--- src/rtl/rv32imf_apu_core_pkg.sv ---
// Shared APU responder constants and the reorder-buffer entry layout.
package rv32imf_apu_core_pkg;

  localparam int unsigned APU_WOP_W           = 6;
  localparam int unsigned APU_NDSFLAGS_W      = 15;
  localparam int unsigned APU_NUSFLAGS_W      = 5;
  localparam int unsigned APU_MAX_OUTSTANDING = 2;

  typedef struct packed {
    logic                      alloc;
    logic                      done;
    logic [31:0]               result;
    logic [APU_NUSFLAGS_W-1:0] flags;
  } apu_rob_entry_t;

endpackage

--- src/rtl/rv32imf_apu_rob.sv ---
// In-order reorder buffer: tagged out-of-order completion, strictly in-order retire.
module rv32imf_apu_rob
  import rv32imf_apu_core_pkg::*;
#(
  parameter int unsigned DEPTH = APU_MAX_OUTSTANDING,
  localparam int unsigned TAG_W = $clog2(DEPTH),
  localparam int unsigned CNT_W = $clog2(DEPTH + 1)
) (
  input  logic                      clk,
  input  logic                      rst_n,
  input  logic                      alloc,
  input  logic                      rsp_valid,
  input  logic [TAG_W-1:0]          rsp_tag,
  input  logic [31:0]               rsp_result,
  input  logic [APU_NUSFLAGS_W-1:0] rsp_flags,
  output logic [TAG_W-1:0]          wr_ptr,
  output logic [CNT_W-1:0]          count,
  output logic                      retire_c,
  output logic                      rsp_err_c,
  output logic [31:0]               head_result,
  output logic [APU_NUSFLAGS_W-1:0] head_flags
);

  apu_rob_entry_t [DEPTH-1:0] rob_q;
  logic [TAG_W-1:0]           wr_ptr_q;
  logic [TAG_W-1:0]           rd_ptr_q;
  logic [CNT_W-1:0]           count_q;
  logic                       rsp_ok;

  // Retire only looks at registered state, so a completion lands one cycle before it can leave.
  assign retire_c    = rob_q[rd_ptr_q].alloc & rob_q[rd_ptr_q].done;
  assign head_result = rob_q[rd_ptr_q].result;
  assign head_flags  = rob_q[rd_ptr_q].flags;
  assign rsp_ok      = rob_q[rsp_tag].alloc & ~rob_q[rsp_tag].done;
  assign rsp_err_c   = rsp_valid & ~rsp_ok;
  assign wr_ptr      = wr_ptr_q;
  assign count       = count_q;

  always_ff @(posedge clk or negedge rst_n) begin
    if (!rst_n) begin
      rob_q    <= '0;
      wr_ptr_q <= '0;
      rd_ptr_q <= '0;
      count_q  <= '0;
    end else begin
      if (alloc) begin
        rob_q[wr_ptr_q].alloc <= 1'b1;
        rob_q[wr_ptr_q].done  <= 1'b0;
        wr_ptr_q              <= wr_ptr_q + 1'b1;
      end
      if (rsp_valid && rsp_ok) begin
        rob_q[rsp_tag].done   <= 1'b1;
        rob_q[rsp_tag].result <= rsp_result;
        rob_q[rsp_tag].flags  <= rsp_flags;
      end
      if (retire_c) begin
        rob_q[rd_ptr_q].alloc <= 1'b0;
        rob_q[rd_ptr_q].done  <= 1'b0;
        rd_ptr_q              <= rd_ptr_q + 1'b1;
      end
      case ({alloc, retire_c})
        2'b10:   count_q <= count_q + 1'b1;
        2'b01:   count_q <= count_q - 1'b1;
        default: count_q <= count_q;
      endcase
    end
  end

endmodule

--- src/rtl/rv32imf_apu_responder.sv ---
// APU req/gnt/rvalid responder: grants core requests, tags them to the FPU, returns results in order.
module rv32imf_apu_responder
  import rv32imf_apu_core_pkg::*;
#(
  parameter int unsigned APU_WOP_CPU      = APU_WOP_W,
  parameter int unsigned APU_NDSFLAGS_CPU = APU_NDSFLAGS_W,
  parameter int unsigned APU_NUSFLAGS_CPU = APU_NUSFLAGS_W,
  parameter int unsigned MAX_OUTSTANDING  = APU_MAX_OUTSTANDING,
  localparam int unsigned TAG_W = $clog2(MAX_OUTSTANDING),
  localparam int unsigned CNT_W = $clog2(MAX_OUTSTANDING + 1)
) (
  input  logic                        clk,
  input  logic                        rst_n,
  input  logic                        apu_req_i,
  output logic                        apu_gnt_o,
  input  logic [APU_WOP_CPU-1:0]      apu_op_i,
  input  logic [2:0][31:0]            apu_operands_i,
  input  logic [APU_NDSFLAGS_CPU-1:0] apu_flags_i,
  output logic                        apu_rvalid_o,
  output logic [31:0]                 apu_result_o,
  output logic [APU_NUSFLAGS_CPU-1:0] apu_flags_o,
  output logic                        fpu_req_valid_o,
  input  logic                        fpu_req_ready_i,
  output logic [APU_WOP_CPU-1:0]      fpu_op_o,
  output logic [2:0][31:0]            fpu_operands_o,
  output logic [APU_NDSFLAGS_CPU-1:0] fpu_flags_o,
  output logic [TAG_W-1:0]            fpu_tag_o,
  input  logic                        fpu_rsp_valid_i,
  input  logic [TAG_W-1:0]            fpu_rsp_tag_i,
  input  logic [31:0]                 fpu_rsp_result_i,
  input  logic [APU_NUSFLAGS_CPU-1:0] fpu_rsp_flags_i,
  output logic                        busy_o,
  output logic                        proto_err_o
);

  logic [CNT_W-1:0]          count;
  logic                      retire_c;
  logic                      rsp_err_c;
  logic [31:0]               head_result;
  logic [APU_NUSFLAGS_W-1:0] head_flags;

  // Full check uses the registered count, so a same-cycle retire never frees a slot early.
  assign fpu_req_valid_o = apu_req_i & (count < CNT_W'(MAX_OUTSTANDING));
  assign apu_gnt_o       = fpu_req_valid_o & fpu_req_ready_i;
  assign fpu_op_o        = apu_op_i;
  assign fpu_operands_o  = apu_operands_i;
  assign fpu_flags_o     = apu_flags_i;
  assign busy_o          = (count != '0) | apu_rvalid_o;

  rv32imf_apu_rob #(
    .DEPTH (MAX_OUTSTANDING)
  ) u_rob (
    .clk         (clk),
    .rst_n       (rst_n),
    .alloc       (apu_gnt_o),
    .rsp_valid   (fpu_rsp_valid_i),
    .rsp_tag     (fpu_rsp_tag_i),
    .rsp_result  (fpu_rsp_result_i),
    .rsp_flags   (APU_NUSFLAGS_W'(fpu_rsp_flags_i)),
    .wr_ptr      (fpu_tag_o),
    .count       (count),
    .retire_c    (retire_c),
    .rsp_err_c   (rsp_err_c),
    .head_result (head_result),
    .head_flags  (head_flags)
  );

  // Result registers hold their value until the next retire.
  always_ff @(posedge clk or negedge rst_n) begin
    if (!rst_n) begin
      apu_rvalid_o <= 1'b0;
      apu_result_o <= '0;
      apu_flags_o  <= '0;
      proto_err_o  <= 1'b0;
    end else begin
      apu_rvalid_o <= retire_c;
      if (retire_c) begin
        apu_result_o <= head_result;
        apu_flags_o  <= APU_NUSFLAGS_CPU'(head_flags);
      end
      proto_err_o <= proto_err_o | rsp_err_c;
    end
  end

endmodule

--- config.mk ---
export PLATFORM = sky130hd
export DESIGN_NAME = rv32imf_apu_responder
export DESIGN_NICKNAME = d
export VERILOG_FILES = /design/src/rtl/rv32imf_apu_core_pkg.sv /design/src/rtl/rv32imf_apu_rob.sv /design/src/rtl/rv32imf_apu_responder.sv
export SDC_FILE = /design/constraint.sdc
export NUM_CORES = 1
export LEC_CHECK = 0
export BUFFER_PORTS_ARGS = -buffer_cell sky130_fd_sc_hd__buf_2
export CELL_PAD_IN_SITES_DETAIL_PLACEMENT = 0
export CELL_PAD_IN_SITES_GLOBAL_PLACEMENT = 1
export CORE_MARGIN = 2
export CORE_UTILIZATION = 25
export DETAILED_ROUTE_END_ITERATION = 16
export PLACE_DENSITY = 0.74
export SYNTH_ARGS = -nofsm -noshare
export SYNTH_HDL_FRONTEND = slang
export SYNTH_SLANG_ARGS = --single-unit
--- constraint.sdc ---
create_clock -name clk -period 2.5 [get_ports clk]
set_input_delay 0.125 -clock clk [delete_from_list [all_inputs] [get_ports clk]]
set_output_delay 0.125 -clock clk [all_outputs]
set_load 0.1 [all_outputs]
==> flow_metrics.tcl, run 1 <==
set metrics [dict create \
    avgSynthCellArea_um2 13.38 \
    setup_violations 0 \
    clock_sinks 121 \
    clockBufferDepth 2 \
    path_buf_inv 2 \
    pwr-share-seq 0.326 \
    syn_area_um2 5889 \
    cts_made_buffers 17 \
    cp-start-kind "register" \
    ant_nets 0 \
    grt_usage 0.1054 \
    postPlaceCellArea_um2 5749 \
    power_density_nw_per_um2 1576 \
    path_max_fanout 6 \
    power_frac_comb 0.441 \
    path_clk_slew_ns 0.06 \
    cp-end-kind "primary output" \
    synth_xor_area_frac 0.005949 \
    place_ws_ns 0.7597 \
    synth.distinct_cells 28 \
    wl_um 12660 \
    drc 0 \
    ys_ff_latch 121 \
    synth_top_family_by_area "buffers and inverters" \
    io_buffers 85 \
    grt_overflow 0 \
    min_period_ns 1.843 \
    grt_max_degree 122 \
    worst_pin_slew_ns 0.6380 \
    p_leak_uw 0.003327 \
    n_antenna_cell 0 \
    finalClockSkew_ns 0.005849 \
    vias_per_cell 4.124 \
    insertion_delay_ns 0.41 \
    cp.arrival_ns 1.72 \
    fin_cells 784 \
    die_x_um 157.5 \
    nFillCells 2378 \
    muxShareOfSynthArea 0.1657 \
    wl_per_cell_um 16.15 \
    num_vias 3233 \
    ys_warn_count 0 \
    max_freq_mhz 542.7 \
    synthCells 440 \
    initial_utilization 0.2524 \
    fin_nets 613 \
    p_sw_frac 0.4368 \
    p_switching_uw 4647 \
    peakVddDrop_v 0.001008 \
    hold_path_class "in -> reg" \
    first_global_vias 3350 \
    path_class "reg -> out" \
    hold_viol 0 \
    dieArea_um2 24800 \
    dr.pass1.iters 4 \
    multi_input_area_um2 1789 \
    row_count 56 \
    synthAdderAreaFrac 0.002124 \
    io_pins 320 \
    intPower_uw 5992 \
    cts_setup_buffers 0 \
    drtIter0Drc 130 \
    worstPathRequired_ns 2.38 \
    power_frac_clock 0.232 \
    root_buffer "clkbuf_16" \
    place_inst 712 \
    period_share 0.7370 \
    slowest_stage "buf_2" \
    cts_tree "yes" \
    finalSetupTns_ns 0 \
    relSlewSlack 0.5747 \
    maxSlewViolCount 0 \
    grt_first_pass_wirelength_um 19380 \
    drv_cap 0 \
    setup_slack_ns 0.6575 \
    synth_nets 601 \
    drive_gt1_frac 0.4387 \
    antenna_found_initial 0 \
    syn_to_final_growth_pct 14.60 \
    max_stage_delay_ns 0.43 \
    postLayoutCellArea_um2 6749 \
    dp_hpwl_um 8133 \
    yosysSeqAreaShare 0.5141 \
    crit_family "buffers and inverters" \
    die_h_um 157.5 \
    ff_latch_area_um2 3028 \
    core-area_um2 23330 \
    rsz0062_at_grt "no" \
    status "completed" \
    holdWs_ns 0.1067 \
    cp_cell_sequence "nand3b_1 > inv_1 > buf_2" \
    synth_simple_gate_area_frac 0.01827 \
    cts_max_level 4 \
    synth_compound_area_frac 0.1105 \
    gp_congestion 0.6645 \
]
==> power groups by stage <==
stage,Sequential (uW),Clock (uW),Combinational [uW]
after CTS,3480,2540,4760
after floorplan,5430,0,2840
after global routing,3600,2640,4970
after global placement,3480,0,4640
final,3470,2470,4700
after detailed placement,3510,0,4700
==> synthesized netlist by cell type <==
cell type | number | area [um2]
buf_4 | 122 | 915.9
dfrtp_1 | 121 | 3028
a21o_1 | 38 | 285.3
mux2_4 | 38 | 570.6
a22o_1 | 37 | 324.1
mux2_2 | 36 | 405.4
buf_2 | 8 | 40.04
buf_6 | 7 | 78.83
nor2_1 | 5 | 18.77
inv_1 | 4 | 15.01
a21oi_1 | 3 | 15.01
xnor2_1 | 3 | 26.28
buf_8 | 2 | 30.03
o21ai_0 | 2 | 10.01
a31oi_1 | 1 | 6.260
and3_1 | 1 | 6.260
and3b_1 | 1 | 8.760
and4bb_4 | 1 | 16.27
ha_1 | 1 | 12.51
nand3_2 | 1 | 10.01
nand3b_1 | 1 | 7.510
nor2_2 | 1 | 6.260
nor2b_1 | 1 | 6.260
nor2b_4 | 1 | 13.76
nor3b_1 | 1 | 7.510
o21ba_2 | 1 | 10.01
or3_1 | 1 | 6.260
xor2_1 | 1 | 8.760
==> logic make-up (layout without fill, tap and decap cells) <==
family	count (synthesis)	count (layout)
DFF	121	121
and+or+nand+nor	15	15
buffers and inverters	143	168
muxes	74	74
xor gates and xnor gates	4	4
adders and majority gates	1	1
AOI/OAI and AO/OA	82	82
==> path summary, 6_finish.rpt <==
path,from,end,depth (start not counted),slack [ns]
min reg2reg,proto_err_o$_DFF_PN0_,proto_err_o$_DFF_PN0_,1,0.47
max reg2reg,u_rob.rob_q[76]$_DFF_PN0_,u_rob.count[1]$_DFFE_PN0P_,6,0.77
max in group asynchronous,rst_n,async pin,3,1.68
max,u_rob.count[1]$_DFFE_PN0P_,apu_gnt_o,3,0.66
min,fpu_rsp_tag_i,proto_err_o$_DFF_PN0_,3,0.11
min in group asynchronous,rst_n,async pin,3,0.35
==> cells in the final DEF, fill, tap and decap left out, types with 2 or more instances in the layout <==
cell type | netlist | routed
clkbuf_8 | 0 | 2
buf_12 | 0 | 3
a21oi_1 | 3 | 3
mux2_2 | 36 | 36
inv_1 | 4 | 4
mux2_4 | 38 | 38
buf_2 | 8 | 84
buf_4 | 122 | 5
nor2_1 | 5 | 5
a21o_1 | 38 | 38
dfrtp_1 | 121 | 121
clkinv_4 | 0 | 4
xnor2_1 | 3 | 3
dlygate4sd3_1 | 0 | 40
inv_6 | 0 | 2
clkbuf_16 | 0 | 17
bufinv_16 | 0 | 2
o21ai_0 | 2 | 2
clkinvlp_4 | 0 | 4
a22o_1 | 37 | 37
==> routing by layer <==
| layer | GRT usage | share of wire | vias to the layer above |
|---|---|---|---|
| met5 | 0 | 0 | - |
| met4 | 0.08355 | 0.066 | 0 |
| met3 | 0.03056 | 0.058 | 74 |
| met2 | 0.1506 | 0.43 | 109 |
| met1 | 0.1325 | 0.45 | 1615 |
| li1 | - | - | 1435 |
==> repair_timing <==
item	4_1_cts	5_1_grt
hold buffers	39	1
gates resized for setup	0	0
endpoints found under the hold margin	195	1
==> per-stage QoR <==
step           total power [uW]  utilization
3_3_place_gp               8124       0.2464
4_1_cts                   10780       0.2888
5_1_grt                   11210       0.2893
2_1_floorplan              8263            -
6_report                  10640       0.2893
3_5_place_dp               8203       0.2464
==> worst min-delay path: stages <==
cell and delay [ns]:
buf_2 0.12, a21oi_1 0.06, a21o_1 0.17
==> cell type report <==
type / instances / share of cell area
Multi-Input combinational cell: 176 / 0.2651
Timing Repair Buffer: 132 / 0.1361
Sequential cell: 121 / 0.4486
Clock buffer: 20 / 0.06767
Clock inverter: 12 / 0.02113
Inverter: 4 / 0.002225
Tap cell: 319 / 0.05914
Note: power is estimated with default switching activity, not from simulation.
==> inputs of run 2 (changes only) <==
Clock period 2.5 ns to 1.9 ns, I/O delays scaled along.
==> flow_metrics.tcl, run 2 (synthesized netlist as in run 1, its figures left out) <==
set metrics [dict create \
    wl_per_cell_um 16.10 \
    max_stage_delay_ns 0.43 \
    die_x_um 157.5 \
    cp-start-kind "register" \
    worst_pin_slew_ns 0.6401 \
    multi_input_area_um2 1792 \
    drc 0 \
    n_antenna_cell 0 \
    cp_cell_sequence "nand3b_1 > inv_1 > buf_2" \
    path_buf_inv 2 \
    gp_congestion 0.6972 \
    antenna_found_initial 0 \
    postLayoutCoreUtil 0.2917 \
    slowest_stage "dfrtp_1" \
    hold_viol 0 \
    path_max_fanout 6 \
    fin_nets 614 \
    power_uw 14080 \
    root_buffer "clkbuf_16" \
    rsz0062_at_grt "no" \
    path_clk_slew_ns 0.06 \
    drtIter0Drc 114 \
    initial_utilization 0.2524 \
    met3WireLength_um 667 \
    finalSetupTns_ns 0 \
    num_vias 3234 \
    cts_made_buffers 17 \
    drv_cap 0 \
    io_buffers 85 \
    setup_violations 0 \
    max_freq_mhz 555.7 \
    period_share 0.9471 \
    dp_hpwl_um 7998 \
    path_class "reg -> out" \
    power_frac_comb 0.444 \
    met1_length_um 5575 \
    grt_first_pass_wirelength_um 19830 \
    pwr-share-seq 0.325 \
    p_leak_uw 0.003354 \
    cts_tree "yes" \
    peakVddDrop_v 0.001442 \
    ff_latch_area_um2 3028 \
    syn_to_final_growth_pct 15.57 \
    place_ws_ns 0.2833 \
    grt_max_degree 122 \
    vias_per_cell 4.120 \
    ant_nets 0 \
    p_switching_uw 6167 \
    core-area_um2 23330 \
    cp-end-kind "primary output" \
    intPower_uw 7918 \
    hold_buffers 40 \
    cts_setup_buffers 0 \
    min_period_ns 1.800 \
    nFillCells 2360 \
    grt_overflow 0 \
    layout_commonest_cell "dfrtp_1" \
    status "completed" \
    wl_um 12640 \
    worstPathRequired_ns 1.80 \
    cts_resized 0 \
    die_h_um 157.5 \
    p_sw_frac 0.4378 \
    highest_layer "met4" \
    clock_sinks 121 \
    holdWs_ns 0.1271 \
    dieArea_um2 24800 \
    power_density_nw_per_um2 2069 \
    io_pins 320 \
    grt_usage 0.1070 \
    dr.pass1.iters 4 \
    row_count 56 \
    cts_max_level 4 \
    setup_slack_ns 0.1004 \
    clockBufferDepth 2 \
    relSlewSlack 0.5733 \
    drive_gt1_frac 0.4442 \
    wl_met2_um 5840 \
    cp.arrival_ns 1.70 \
    hold_path_class "in -> reg" \
    insertion_delay_ns 0.41 \
    first_global_vias 3533 \
    crit_family "buffers and inverters" \
    final_cell_mix "dfrtp_1, buf_2, dlygate4sd3_1, a21o_1, mux2_4" \
    power_frac_clock 0.231 \
    finalClockSkew_ns 0.007743 \
    maxSlewViolCount 0 \
]
## run 2: cell types whose count changed in the layout (fill, tap and decap cells not counted), sizes merged
cell      before  now
inv            6   12
buf           92   93
clkinvlp       4    3
clkinv         4    1
clkbuf        20   18
## run 2: worst reg2reg max path, cell delays in order, from the launching register on
cell	delay, ns
dfrtp_1	0.40
and4bb_4	0.51
buf_12	0.24
mux2_4	0.33
## run 2: cell type report
class / instances / share of cell area
Clock buffer: 18 / 0.06452
Sequential cell: 121 / 0.4449
Multi-Input combinational cell: 176 / 0.2632
Inverter: 4 / 0.002206
Clock inverter: 14 / 0.02316
Tap cell: 319 / 0.05864
Timing Repair Buffer: 133 / 0.1434
## run 2: worst paths after layout
path | startpoint | endpoint | slack (ns) | depth (start not counted)
worst max-delay path | u_rob.count[1]$_DFFE_PN0P_ | apu_gnt_o | 0.10 | 3
worst min-delay path | fpu_rsp_tag_i | proto_err_o$_DFF_PN0_ | 0.13 | 3
worst max register to register | u_rob.rob_q[37]$_DFF_PN0_ | register | 0.31 | 3
worst min register to register | proto_err_o$_DFF_PN0_ | proto_err_o$_DFF_PN0_ | 0.47 | 1
max in group asynchronous | rst_n | async pin | 1.10 | 3
min in group asynchronous | rst_n | apu_result_o[27]$_DFFE_PN0N_ | 0.33 | 3
## run 2: power groups by stage
stage          Clock [uW]  Combinational [uW]  Sequential, uW
4_1_cts              3360                6330            4570
6_report             3260                6250            4570
3_5_place_dp            0                6250            4600
2_1_floorplan           0                3730            7140
3_3_place_gp            0                6170            4570
5_1_grt              3460                6590            4750
## run 2: metrics by stage
step	cell area, um2	cells
2_1_floorplan	5892	440
4_1_cts	6807	785
3_3_place_gp	5809	713
3_5_place_dp	5809	713
6_report	6807	785
5_1_grt	6807	785
## run 2: per-layer routing
layer	vias up	GRT usage
met5	-	0
met4	0	0.06450
met3	52	0.03689
met2	99	0.1643
met1	1646	0.1294
li1	1437	-
==> inputs of run 3 (changes only) <==
Settings changed: BUFFER_PORTS_ARGS -buffer_cell sky130_fd_sc_hd__buf_2 to -buffer_cell sky130_fd_sc_hd__buf_4.
Clock period 1.9 ns to 1.8 ns, I/O delays scaled along.
==> flow_metrics.tcl, run 3 (synthesized netlist as in run 1, its figures left out) <==
set metrics [dict create \
    crit_family "flip-flops" \
    worst_pin_slew_ns 0.5198 \
    dieArea_um2 24800 \
    path_class "reg -> out" \
    p_leak_uw 0.003412 \
    wl_per_cell_um 15.96 \
    final_cell_mix "dfrtp_1, buf_4, dlygate4sd3_1, a21o_1, mux2_4" \
    cts_resized 0 \
    drtIter0Drc 98 \
    clockBufferDepth 2 \
    whs_endpoint "proto_err_o$_DFF_PN0_" \
    critPathLaunch "u_rob.count[1]$_DFFE_PN0P_" \
    path_clk_slew_ns 0.06 \
    path_max_fanout 6 \
    core-area_um2 23330 \
    cp-start-kind "register" \
    maxSlewViolCount 0 \
    reg2reg_to "u_rob.count[1]$_DFFE_PN0P_" \
    ant_nets 0 \
    cts_max_level 4 \
    grt_first_pass_wirelength_um 20060 \
    gp_congestion 0.6648 \
    setup_violations 0 \
    cp-end-kind "primary output" \
    dr.pass1.iters 4 \
    gr-usage-met1 0.1206 \
    io_pins 320 \
    worstPathRequired_ns 1.71 \
    status "completed" \
    fin_nets 616 \
    syn_to_final_growth_pct 18.89 \
    finalClockSkew_ns 0.008652 \
    min_period_ns 1.625 \
    num_vias 3286 \
    vias_per_cell 4.175 \
    die_h_um 157.5 \
    n_antenna_cell 0 \
    met3_usage 0.03662 \
    dp_hpwl_um 8400 \
    grt_max_degree 45 \
    root_buffer "clkbuf_16" \
    layout_commonest_cell "dfrtp_1" \
    pwr-share-seq 0.323 \
    first_global_vias 3722 \
    die_x_um 157.5 \
    rsz0062_at_grt "no" \
    hold_viol 0 \
    postLayoutCoreUtil 0.3001 \
    power_frac_clock 0.225 \
    io_buffers 85 \
    relSlewSlack 0.6535 \
    intPower_uw 8565 \
    postLayoutCellArea_um2 7002 \
    period_share 0.9026 \
    finalSetupTns_ns 0 \
    drv_cap 0 \
    p_switching_uw 6554 \
    p_sw_frac 0.4335 \
    wl_um 12560 \
    clock_sinks 121 \
    grt_usage 0.1052 \
    place_ws_ns 0.2864 \
    reg2reg_depth 7 \
    antenna_found_initial 0 \
    path_buf_inv 2 \
    grt_util_met2 0.1711 \
    r2r-start "u_rob.rob_q[76]$_DFF_PN0_" \
    max_freq_mhz 615.5 \
    initial_utilization 0.2524 \
    cp.arrival_ns 1.53 \
    hold_depth 3 \
    power_density_nw_per_um2 2159 \
    top_usage_layer "met2" \
    hold_start "fpu_rsp_tag_i" \
    slowest_stage "dfrtp_1" \
    max_stage_delay_ns 0.42 \
    hold_path_class "in -> reg" \
    grt_overflow 0 \
    cts_tree "yes" \
    row_count 56 \
    r2r_slack_ns 0.26 \
    drc 0 \
    postPlaceCellArea_um2 6010 \
    peakVddDrop_v 0.002197 \
    cp_cell_sequence "nand3b_1 > inv_1 > buf_4" \
    insertion_delay_ns 0.41 \
    drive_gt1_frac 0.4466 \
    setup_slack_ns 0.1753 \
    cts_made_buffers 17 \
    power_frac_comb 0.452 \
    cp.depth 3 \
]
## run 3: power by group through the flow
stage | clock [uW] | combinational (uW) | sequential, uW
final | 3400 | 6840 | 4880
after global routing | 3640 | 7200 | 5060
after CTS | 3500 | 6920 | 4880
after detailed placement | 0 | 6830 | 4920
after global placement | 0 | 6690 | 4840
after floorplan | 0 | 3940 | 7540
## run 3: per-stage QoR
stage	hold slack, ns	power (uW)	cells
after floorplan	-0.2056	11480	440
after global placement	0.08624	11530	715
after detailed placement	0.1052	11750	715
after CTS	0.05843	15300	787
after global routing	0.09522	15910	787
final	0.07820	15120	787
## run 3: final cells by class
type                       instances  area (um2)
clock buffer                      17       425.4
clock inverter                    15       166.4
fill                            2332       16330
inverter                           4       15.01
multi-input combinational        176        1792
sequential                       121        3028
tap                              319       399.1
timing repair buffer             135        1176
## run 3: layer usage
metal / vias up / part of all wire
met3: 47 / 0.056
met5: - / 0
met1: 1691 / 0.41
met4: 0 / 0.041
li1: 1443 / -
met2: 105 / 0.49
## run 3: how the worst max path moves through the flow
| stage | end |
|---|---|
| final | apu_gnt_o |
| after global routing | apu_gnt_o |
| after CTS | apu_gnt_o |
| after detailed placement | u_rob.count[1]$_DFFE_PN0P_ |
| after global placement | u_rob.count[1]$_DFFE_PN0P_ |
| after floorplan | busy_o |
## run 3: worst min-delay path, delay by kind of cell
| family | cells | cell delay [ns] |
|---|---|---|
| compound gates | 2 | 0.24 |
| buf+inv | 1 | 0.11 |
## run 3: repair_timing
action,CTS,global route
setup buffers,0,0
setup endpoints to repair,0,0
endpoints found under the hold margin,111,0
hold buffers,40,0
